File: src/rtl/ex_hazard_ctrl_pkg.sv
// ---------------------------------------------------------------------------
// ex_hazard_ctrl_pkg
// Shared definitions for the EX-stage hazard controller and the EX datapath.
//   REG_W      : width of a register specifier
//   FWD_*      : ForwardA/ForwardB select encodings understood by the EX muxes
//   md_state_t : state of the mult/div occupancy sequencer
// Configuration macro HAZARD_STATS_EN is consumed by the interface and top.
// ---------------------------------------------------------------------------
package ex_hazard_ctrl_pkg;

    localparam int REG_W = 5;

    localparam logic [1:0] FWD_REG   = 2'b00;
    localparam logic [1:0] FWD_WB    = 2'b01;
    localparam logic [1:0] FWD_EXMEM = 2'b10;

    typedef enum logic {
        MD_IDLE = 1'b0,
        MD_BUSY = 1'b1
    } md_state_t;

endpackage

File: src/rtl/ex_hazard_ctrl_if.sv
// ---------------------------------------------------------------------------
// ex_hazard_ctrl_if
// Bundle of the pipeline-side signals seen by the hazard controller.
//   master modport : pipeline side (drives register ids / enables, consumes
//                    forwarding selects, stall/flush/hold and status)
//   slave modport  : the hazard controller itself
// With HAZARD_STATS_EN defined the bundle also carries stall_count and
// flush_count; without it those signals do not exist.
// ---------------------------------------------------------------------------
interface ex_hazard_ctrl_if;
    import ex_hazard_ctrl_pkg::*;

    logic [REG_W-1:0] id_rs;
    logic [REG_W-1:0] id_rt;
    logic             id_uses_rs;
    logic             id_uses_rt;
    logic [REG_W-1:0] ex_rs;
    logic [REG_W-1:0] ex_rt;
    logic [REG_W-1:0] ex_wr_reg;
    logic             ex_MemRead;
    logic             ex_muldiv_start;
    logic             ex_branch_taken;
    logic [REG_W-1:0] mem_wr_reg;
    logic             mem_RegWrite;
    logic [REG_W-1:0] wb_wr_reg;
    logic             wb_RegWrite;

    logic [1:0]       ForwardA;
    logic [1:0]       ForwardB;
    logic             PC_Write;
    logic             IF_ID_Write;
    logic             IF_ID_Flush;
    logic             ID_EX_Flush;
    logic             EX_Hold;
    logic             muldiv_busy;
    logic             muldiv_done;
`ifdef HAZARD_STATS_EN
    logic [31:0]      stall_count;
    logic [31:0]      flush_count;
`endif

    // Pipeline side: supplies operand/destination info, receives controls.
    modport master (
        output id_rs, id_rt, id_uses_rs, id_uses_rt,
        output ex_rs, ex_rt, ex_wr_reg, ex_MemRead, ex_muldiv_start, ex_branch_taken,
        output mem_wr_reg, mem_RegWrite, wb_wr_reg, wb_RegWrite,
        input  ForwardA, ForwardB, PC_Write, IF_ID_Write,
        input  IF_ID_Flush, ID_EX_Flush, EX_Hold, muldiv_busy, muldiv_done
`ifdef HAZARD_STATS_EN
        , input stall_count, flush_count
`endif
    );

    // Controller side: mirror image of the pipeline view.
    modport slave (
        input  id_rs, id_rt, id_uses_rs, id_uses_rt,
        input  ex_rs, ex_rt, ex_wr_reg, ex_MemRead, ex_muldiv_start, ex_branch_taken,
        input  mem_wr_reg, mem_RegWrite, wb_wr_reg, wb_RegWrite,
        output ForwardA, ForwardB, PC_Write, IF_ID_Write,
        output IF_ID_Flush, ID_EX_Flush, EX_Hold, muldiv_busy, muldiv_done
`ifdef HAZARD_STATS_EN
        , output stall_count, flush_count
`endif
    );

endinterface

File: src/rtl/ex_hazard_ctrl_fwd_sel.sv
// ---------------------------------------------------------------------------
// ex_hazard_ctrl_fwd_sel
// Forwarding select for one EX source operand.
//   i_src                        : source register of the EX instruction
//   i_memWrReg / i_memRegWrite   : EX/MEM destination and write enable
//   i_wbWrReg  / i_wbRegWrite    : MEM/WB destination and write enable
//   o_sel                        : FWD_EXMEM, FWD_WB or FWD_REG
// ---------------------------------------------------------------------------
module ex_hazard_ctrl_fwd_sel
    import ex_hazard_ctrl_pkg::*;
(
    input  logic [REG_W-1:0] i_src,
    input  logic [REG_W-1:0] i_memWrReg,
    input  logic             i_memRegWrite,
    input  logic [REG_W-1:0] i_wbWrReg,
    input  logic             i_wbRegWrite,
    output logic [1:0]       o_sel
);

    // The EX/MEM result is younger than the MEM/WB one, so it is tested first
    // and wins when both stages target the same register. A destination of
    // register 0 is never a real producer, which also keeps src==0 at FWD_REG.
    always_comb begin
        o_sel = FWD_REG;
        if (i_memRegWrite && (i_memWrReg != '0) && (i_memWrReg == i_src)) begin
            o_sel = FWD_EXMEM;
        end else if (i_wbRegWrite && (i_wbWrReg != '0) && (i_wbWrReg == i_src)) begin
            o_sel = FWD_WB;
        end
    end

endmodule

File: src/rtl/ex_hazard_ctrl.sv
// ---------------------------------------------------------------------------
// ex_hazard_ctrl
// EX-stage hazard and sequencing controller for the 5-stage pipeline.
//   clk, reset : pipeline clock, asynchronous active-high reset
//   bus        : ex_hazard_ctrl_if.slave carrying ID/EX/MEM/WB register info
//                and producing ForwardA/B, PC_Write, IF_ID_Write, IF_ID_Flush,
//                ID_EX_Flush, EX_Hold, muldiv_busy, muldiv_done
// Parameter MULDIV_CYCLES (2..16): cycles a mult/div stays in EX.
// Macro HAZARD_STATS_EN adds free-running stall_count / flush_count outputs.
// Control priority: mult/div hold > taken-branch flush > load-use stall.
// All combinational outputs are forced to their idle values while reset is
// high so that an abort during a mult/div is visible immediately.
// ---------------------------------------------------------------------------
module ex_hazard_ctrl
    import ex_hazard_ctrl_pkg::*;
#(
    parameter int MULDIV_CYCLES = 4
) (
    input  logic            clk,
    input  logic            reset,
    ex_hazard_ctrl_if.slave bus
);

    localparam logic [3:0] CNT_INIT = 4'(MULDIV_CYCLES - 1);

    md_state_t  r_state;
    logic [3:0] r_cnt;
    logic [1:0] w_fwdA;
    logic [1:0] w_fwdB;
    logic       w_hold;
    logic       w_loadUse;
    logic       w_stall;
    logic       w_flush;

    ex_hazard_ctrl_fwd_sel u_fwdA (
        .i_src         (bus.ex_rs),
        .i_memWrReg    (bus.mem_wr_reg),
        .i_memRegWrite (bus.mem_RegWrite),
        .i_wbWrReg     (bus.wb_wr_reg),
        .i_wbRegWrite  (bus.wb_RegWrite),
        .o_sel         (w_fwdA)
    );

    ex_hazard_ctrl_fwd_sel u_fwdB (
        .i_src         (bus.ex_rt),
        .i_memWrReg    (bus.mem_wr_reg),
        .i_memRegWrite (bus.mem_RegWrite),
        .i_wbWrReg     (bus.wb_wr_reg),
        .i_wbRegWrite  (bus.wb_RegWrite),
        .o_sel         (w_fwdB)
    );

    // Mult/div occupancy sequencer. The start cycle itself is spent in IDLE,
    // so the counter is loaded with MULDIV_CYCLES-1 and the cycle where it
    // reads 1 is the release (done) cycle. Start requests seen while BUSY
    // belong to the instruction already being held and are ignored.
    always_ff @(posedge clk or posedge reset) begin
        if (reset) begin
            r_state <= MD_IDLE;
            r_cnt   <= '0;
        end else begin
            case (r_state)
                MD_IDLE: begin
                    if (bus.ex_muldiv_start) begin
                        r_state <= MD_BUSY;
                        r_cnt   <= CNT_INIT;
                    end
                end
                MD_BUSY: begin
                    if (r_cnt > 4'd1) begin
                        r_cnt <= r_cnt - 4'd1;
                    end else begin
                        r_state <= MD_IDLE;
                        r_cnt   <= '0;
                    end
                end
                default: begin
                    r_state <= MD_IDLE;
                    r_cnt   <= '0;
                end
            endcase
        end
    end

    // Hold covers the start cycle plus every BUSY cycle except the last one.
    assign w_hold = !reset &&
                    (((r_state == MD_IDLE) && bus.ex_muldiv_start) ||
                     ((r_state == MD_BUSY) && (r_cnt > 4'd1)));

    // A load whose destination is read by the instruction in ID.
    assign w_loadUse = bus.ex_MemRead && (bus.ex_wr_reg != '0) &&
                       ((bus.id_uses_rs && (bus.id_rs == bus.ex_wr_reg)) ||
                        (bus.id_uses_rt && (bus.id_rt == bus.ex_wr_reg)));

    // A held mult/div masks everything below it; a taken branch kills the
    // ID instruction, which makes any load-use stall for it pointless.
    assign w_flush = !reset && !w_hold && bus.ex_branch_taken;
    assign w_stall = !reset && !w_hold && !bus.ex_branch_taken && w_loadUse;

    assign bus.ForwardA    = reset ? FWD_REG : w_fwdA;
    assign bus.ForwardB    = reset ? FWD_REG : w_fwdB;
    assign bus.PC_Write    = !(w_hold || w_stall);
    assign bus.IF_ID_Write = !(w_hold || w_stall);
    assign bus.IF_ID_Flush = w_flush;
    assign bus.ID_EX_Flush = w_flush || w_stall;
    assign bus.EX_Hold     = w_hold;
    assign bus.muldiv_busy = (r_state == MD_BUSY) && (r_cnt > 4'd1);
    assign bus.muldiv_done = (r_state == MD_BUSY) && (r_cnt == 4'd1);

`ifdef HAZARD_STATS_EN
    logic [31:0] r_stallCount;
    logic [31:0] r_flushCount;

    // Event counters for performance analysis; they wrap naturally at 2^32.
    always_ff @(posedge clk or posedge reset) begin
        if (reset) begin
            r_stallCount <= '0;
            r_flushCount <= '0;
        end else begin
            if (!bus.PC_Write) begin
                r_stallCount <= r_stallCount + 32'd1;
            end
            if (bus.IF_ID_Flush) begin
                r_flushCount <= r_flushCount + 32'd1;
            end
        end
    end

    assign bus.stall_count = r_stallCount;
    assign bus.flush_count = r_flushCount;
`endif

endmodule

File: src/flat_wrapper.sv
// flat-port wrapper written by rule: the top's interface ports become plain ports
module ex_hazard_ctrl_flat import ex_hazard_ctrl_pkg::*;
#(
    parameter int MULDIV_CYCLES = 4
)
  (clk, reset, bus_id_rs, bus_id_rt, bus_id_uses_rs, bus_id_uses_rt, bus_ex_rs, bus_ex_rt, bus_ex_wr_reg, bus_ex_MemRead, bus_ex_muldiv_start, bus_ex_branch_taken, bus_mem_wr_reg, bus_mem_RegWrite, bus_wb_wr_reg, bus_wb_RegWrite, bus_ForwardA, bus_ForwardB, bus_PC_Write, bus_IF_ID_Write, bus_IF_ID_Flush, bus_ID_EX_Flush, bus_EX_Hold, bus_muldiv_busy, bus_muldiv_done);
  ex_hazard_ctrl_if bus_i ();
  input  logic clk;
  input  logic reset;
  input wire logic [$bits(bus_i.id_rs)-1:0] bus_id_rs;
  input wire logic [$bits(bus_i.id_rt)-1:0] bus_id_rt;
  input wire logic [$bits(bus_i.id_uses_rs)-1:0] bus_id_uses_rs;
  input wire logic [$bits(bus_i.id_uses_rt)-1:0] bus_id_uses_rt;
  input wire logic [$bits(bus_i.ex_rs)-1:0] bus_ex_rs;
  input wire logic [$bits(bus_i.ex_rt)-1:0] bus_ex_rt;
  input wire logic [$bits(bus_i.ex_wr_reg)-1:0] bus_ex_wr_reg;
  input wire logic [$bits(bus_i.ex_MemRead)-1:0] bus_ex_MemRead;
  input wire logic [$bits(bus_i.ex_muldiv_start)-1:0] bus_ex_muldiv_start;
  input wire logic [$bits(bus_i.ex_branch_taken)-1:0] bus_ex_branch_taken;
  input wire logic [$bits(bus_i.mem_wr_reg)-1:0] bus_mem_wr_reg;
  input wire logic [$bits(bus_i.mem_RegWrite)-1:0] bus_mem_RegWrite;
  input wire logic [$bits(bus_i.wb_wr_reg)-1:0] bus_wb_wr_reg;
  input wire logic [$bits(bus_i.wb_RegWrite)-1:0] bus_wb_RegWrite;
  output wire logic [$bits(bus_i.ForwardA)-1:0] bus_ForwardA;
  output wire logic [$bits(bus_i.ForwardB)-1:0] bus_ForwardB;
  output wire logic [$bits(bus_i.PC_Write)-1:0] bus_PC_Write;
  output wire logic [$bits(bus_i.IF_ID_Write)-1:0] bus_IF_ID_Write;
  output wire logic [$bits(bus_i.IF_ID_Flush)-1:0] bus_IF_ID_Flush;
  output wire logic [$bits(bus_i.ID_EX_Flush)-1:0] bus_ID_EX_Flush;
  output wire logic [$bits(bus_i.EX_Hold)-1:0] bus_EX_Hold;
  output wire logic [$bits(bus_i.muldiv_busy)-1:0] bus_muldiv_busy;
  output wire logic [$bits(bus_i.muldiv_done)-1:0] bus_muldiv_done;
  assign bus_i.id_rs = bus_id_rs;
  assign bus_i.id_rt = bus_id_rt;
  assign bus_i.id_uses_rs = bus_id_uses_rs;
  assign bus_i.id_uses_rt = bus_id_uses_rt;
  assign bus_i.ex_rs = bus_ex_rs;
  assign bus_i.ex_rt = bus_ex_rt;
  assign bus_i.ex_wr_reg = bus_ex_wr_reg;
  assign bus_i.ex_MemRead = bus_ex_MemRead;
  assign bus_i.ex_muldiv_start = bus_ex_muldiv_start;
  assign bus_i.ex_branch_taken = bus_ex_branch_taken;
  assign bus_i.mem_wr_reg = bus_mem_wr_reg;
  assign bus_i.mem_RegWrite = bus_mem_RegWrite;
  assign bus_i.wb_wr_reg = bus_wb_wr_reg;
  assign bus_i.wb_RegWrite = bus_wb_RegWrite;
  assign bus_ForwardA = bus_i.ForwardA;
  assign bus_ForwardB = bus_i.ForwardB;
  assign bus_PC_Write = bus_i.PC_Write;
  assign bus_IF_ID_Write = bus_i.IF_ID_Write;
  assign bus_IF_ID_Flush = bus_i.IF_ID_Flush;
  assign bus_ID_EX_Flush = bus_i.ID_EX_Flush;
  assign bus_EX_Hold = bus_i.EX_Hold;
  assign bus_muldiv_busy = bus_i.muldiv_busy;
  assign bus_muldiv_done = bus_i.muldiv_done;
  ex_hazard_ctrl #(.MULDIV_CYCLES(MULDIV_CYCLES)) u_core (.clk(clk), .reset(reset), .bus(bus_i));
endmodule
File: config.mk
export PLATFORM = sky130hd
export DESIGN_NAME = ex_hazard_ctrl_flat
export DESIGN_NICKNAME = d
export VERILOG_FILES = /design/src/rtl/ex_hazard_ctrl_pkg.sv /design/src/rtl/ex_hazard_ctrl_if.sv /design/src/rtl/ex_hazard_ctrl_fwd_sel.sv /design/src/rtl/ex_hazard_ctrl.sv /design/src/flat_wrapper.sv
export SDC_FILE = /design/constraint.sdc
export NUM_CORES = 1
export LEC_CHECK = 0
export CORE_MARGIN = 5
export CORE_UTILIZATION = 35
export DETAILED_ROUTE_END_ITERATION = 12
export GPL_ROUTABILITY_DRIVEN = 0
export PLACE_DENSITY_LB_ADDON = 0.08
export SLEW_MARGIN = 10
export SYNTH_ARGS = -nofsm -noshare
export SYNTH_HDL_FRONTEND = slang
export SYNTH_HIERARCHICAL = 1
export SYNTH_SLANG_ARGS = --single-unit
File: constraint.sdc
create_clock -name clk -period 2.2 [get_ports clk]
set_input_delay 0.44 -clock clk [delete_from_list [all_inputs] [get_ports clk]]
set_output_delay 0.44 -clock clk [all_outputs]
set_load 0.1 [all_outputs]
==> reports/metrics.yaml <==
timing:
  finalHoldWorstSlack_ns: 0.5275
  worst_slack_ns: -0.04995
  grt_setup_unrepaired: "yes"
  clock_skew_ns: 0.005323
  fmax_ghz: 0.4445
  setup_viol: 4
  slew_viol_final: 0
  period_utilization_pct: 102.3
  final.min_clock_period_ns: 2.250
  worst_slew_pin_slew_ns: 0.3130
  report.final.hold_viol_count: 0
  max-slew-margin-rel_pct: 78.94
critical_path:
  startpoint: "u_core/r_cnt[0]$_DFFE_PP0P_"
  cp_max_delay_cell: "dfrtp_2"
  category_of_the_worst_setup_path_launch_point: "flip-flop"
  worst_r2r_startpoint: "u_core/r_cnt[0]$_DFFE_PP0P_"
  crit_type: "reg2out"
  crit_chain: "inv_2, ha_4, nor2_4, o41ai_4, buf_4, and2_4, a32o_2, buf_12"
  crit_required_ns: 1.76
  endpoint_kind: "primary output"
  crit_path_max_incr_delay_ns: 0.41
  critPathMaxFanout: 4
  cp_data_arrival_time_ns: 1.81
die:
  top_level_ports: 55
  fp.dieArea_mm2: 0.003280
  die_h_um: 57.27
  effective_utilization_at_floorplan_pct: 36.04
  coreArea_mm2: 0.002170
  fp-row-count: 17
  die_width_um: 57.27
clocking:
  cts-buffers-inserted: 3
  clock_insertion_delay_worst_skew_ns: 0.25
  clk_pin_slew_ns: 0.05
  clockRootBuffer: "clkbuf_4"
  cts_tree: "yes"
  h-tree-depth: 1
  cts_buffer_depth: 2
  cts.sinks: 5
synthesis:
  synth_most_common_cell: "xnor2_1"
  synth_largest_area_cell: "xnor2_1"
  synth_common_cells: "xnor2_1 (20), nor2_1 (9), inv_1 (7), nand2_1 (7), nor3_1 (7)"
  async_reset_ff_share_pct: 100.0
  synth_edf_count: 0
  post_synth.cell_area_avg_um2: 7.743
  synth.area.top_cells: "xnor2_1 (22%), dfrtp_1 (16%), xor2_1 (6.7%)"
  synthesis.instances: 101
  area_share_of_the_leading_cell_type_in_the_synthesized_netlist_pct: 22.40
  ys_seq_area_share_pct: 16.00
  yosys_reg_bits: 5
  yosys.cell_types.count: 30
  yosys_warnings: 6
  synth_ff_type: "dfrtp_1"
  syn_nets: 147
  mappedNetlistArea_um2: 782.0
global_route:
  overflow: 0
  initial_antenna_violation_count: 0
  grt_usage_pct: 17.98
  grt_first_pass_wirelength_mm: 4.747
  maximum_number_of_pins_on_one_net_before_global_route_repair: 7
  first_global_vias: 1113
route:
  drt_drc_violations_left: 0
  drt_pre_antenna_iters: 4
  antenna_left: 0
  via_per_inst: 5.145
  detailed_route_via_count: 1029
  route.detailed.wl_per_inst_um: 14.59
  postRouteWirelength_mm: 2.917
  drt_iter0_drc: 18
final_layout:
  nets: 219
  synthToLayoutAreaGrowth_pct: 121.6
  n_antenna_cell: 0
  regArea_um2: 126.4
  final_layout_size_suffix_gt1_share_pct: 37.21
  n_fill_cell: 160
  multiInputGateArea_um2: 790.8
min_path:
  worst_hold_path_type: "in2async"
flow_run:
  drv_cap: 0
place:
  dp_hpwl_mm: 2.303
  port_buffers: 54
  place_ws_ns: -0.4616
power_and_ir_drop:
  total_leakage_power_uw: 0.0007075
  p_per_area_mw_per_mm2: 1005
  vdd_drop_max_mv: 1.448
outcome:
  failed_checks: "setup timing"
  outcome: "finished with violations"
[layout make-up]
cell class / count / area share, %
timing repair buffer: 68 / 42.02
multi-input combinational: 88 / 45.63
sequential: 5 / 7.292
tap: 28 / 2.022
clock buffer: 4 / 1.516
inverter: 7 / 1.516
[per-layer routing]
layer  part of all wire, %  global-route usage [%]
met3                   7.8                   4.977
met2                    55                   35.56
met1                    36                   17.48
met5                     0                       0
met4                   2.0                   6.291
[state kept, by name, indices dropped and copies added (netlist names)]
register,flops
u_core/r_state,1
u_core/r_cnt,4
[cell families (layout without fill, tap and decap cells)]
logic type | Yosys count | count (layout) | synth area share (%)
flops | 5 | 5 | 16.00
buf+inv | 8 | 79 | 4.321
simple gates | 43 | 43 | 28.96
xor+xnor | 26 | 26 | 29.12
compound gates | 17 | 17 | 18.40
fa+ha+maj | 2 | 2 | 3.199
[per-stage QoR]
stage | setup TNS (ns) | power, µW | instances | area (µm²) | util (%)
floorplan | -0.7380 | 1000 | 101 | 878.3 | -
global placement | -1.999 | 1436 | 191 | 1617 | 74.51
detailed placement | -2.190 | 1454 | 191 | 1617 | 74.51
CTS | -0.3447 | 1676 | 199 | 1702 | 78.43
global route | -0.4597 | 1831 | 200 | 1733 | 79.87
finish | -0.1443 | 1741 | 200 | 1733 | 79.87
[report_power, final]
part	leakage (µW)	internal (µW)	total, µW	switching [µW]
combinational	0.000632	599	1410	813
sequential	0.0000608	139	218	79.5
clock	0.0000150	68.8	110	41.5
total	0.000708	807	1740	934
[critical path, delay by kind of cell (launching register included)]
| kind | cells | cell delay [ns] |
|---|---|---|
| compound gates | 2 | 0.31 |
| fa+ha+maj | 1 | 0.17 |
| buf+inv | 3 | 0.39 |
| flops | 1 | 0.41 |
| simple gates | 2 | 0.28 |
[path summary, 6_finish.rpt]
kind	to	slack [ns]	cells after the start
worst max-delay path	bus_ID_EX_Flush	-0.05	8
worst min-delay path	u_core/r_state$_DFF_PP0_	0.53	3
worst max register to register	u_core/r_cnt[3]$_DFFE_PP0P_	0.70	6
worst min register to register	u_core/r_cnt[1]$_DFFE_PP0P_	0.60	1
max in group asynchronous	u_core/r_cnt[0]$_DFFE_PP0P_	1.54	3
min in group clk	u_core/r_cnt[1]$_DFFE_PP0P_	0.60	1
[placed cells by master, fill, tap and decap left out, drive strengths merged, types with 2 or more instances in the layout]
master          n
a21oi           2
nand4           2
clkbuf          5
nor2b           4
clkdlybuf4s15   2
xnor2          20
nor2            9
nor3            9
o41ai           3
o21ai           3
buf            29
o22ai           3
a211oi          2
ha              2
nor4            2
dlymetal6s2s    3
xor2            6
nand3           4
inv             7
dlygate4sd2    15
nand2           7
dfrtp           5
clkdlybuf4s50  18
[timing repair]
item,CTS,global route
setup buffers,4,2
pin swaps,11,9
hold buffers,0,0
gates resized for setup,51,14
endpoints found under the hold margin,0,0
endpoints found under the setup margin,10,10
Power figures use the tool's default switching activity.
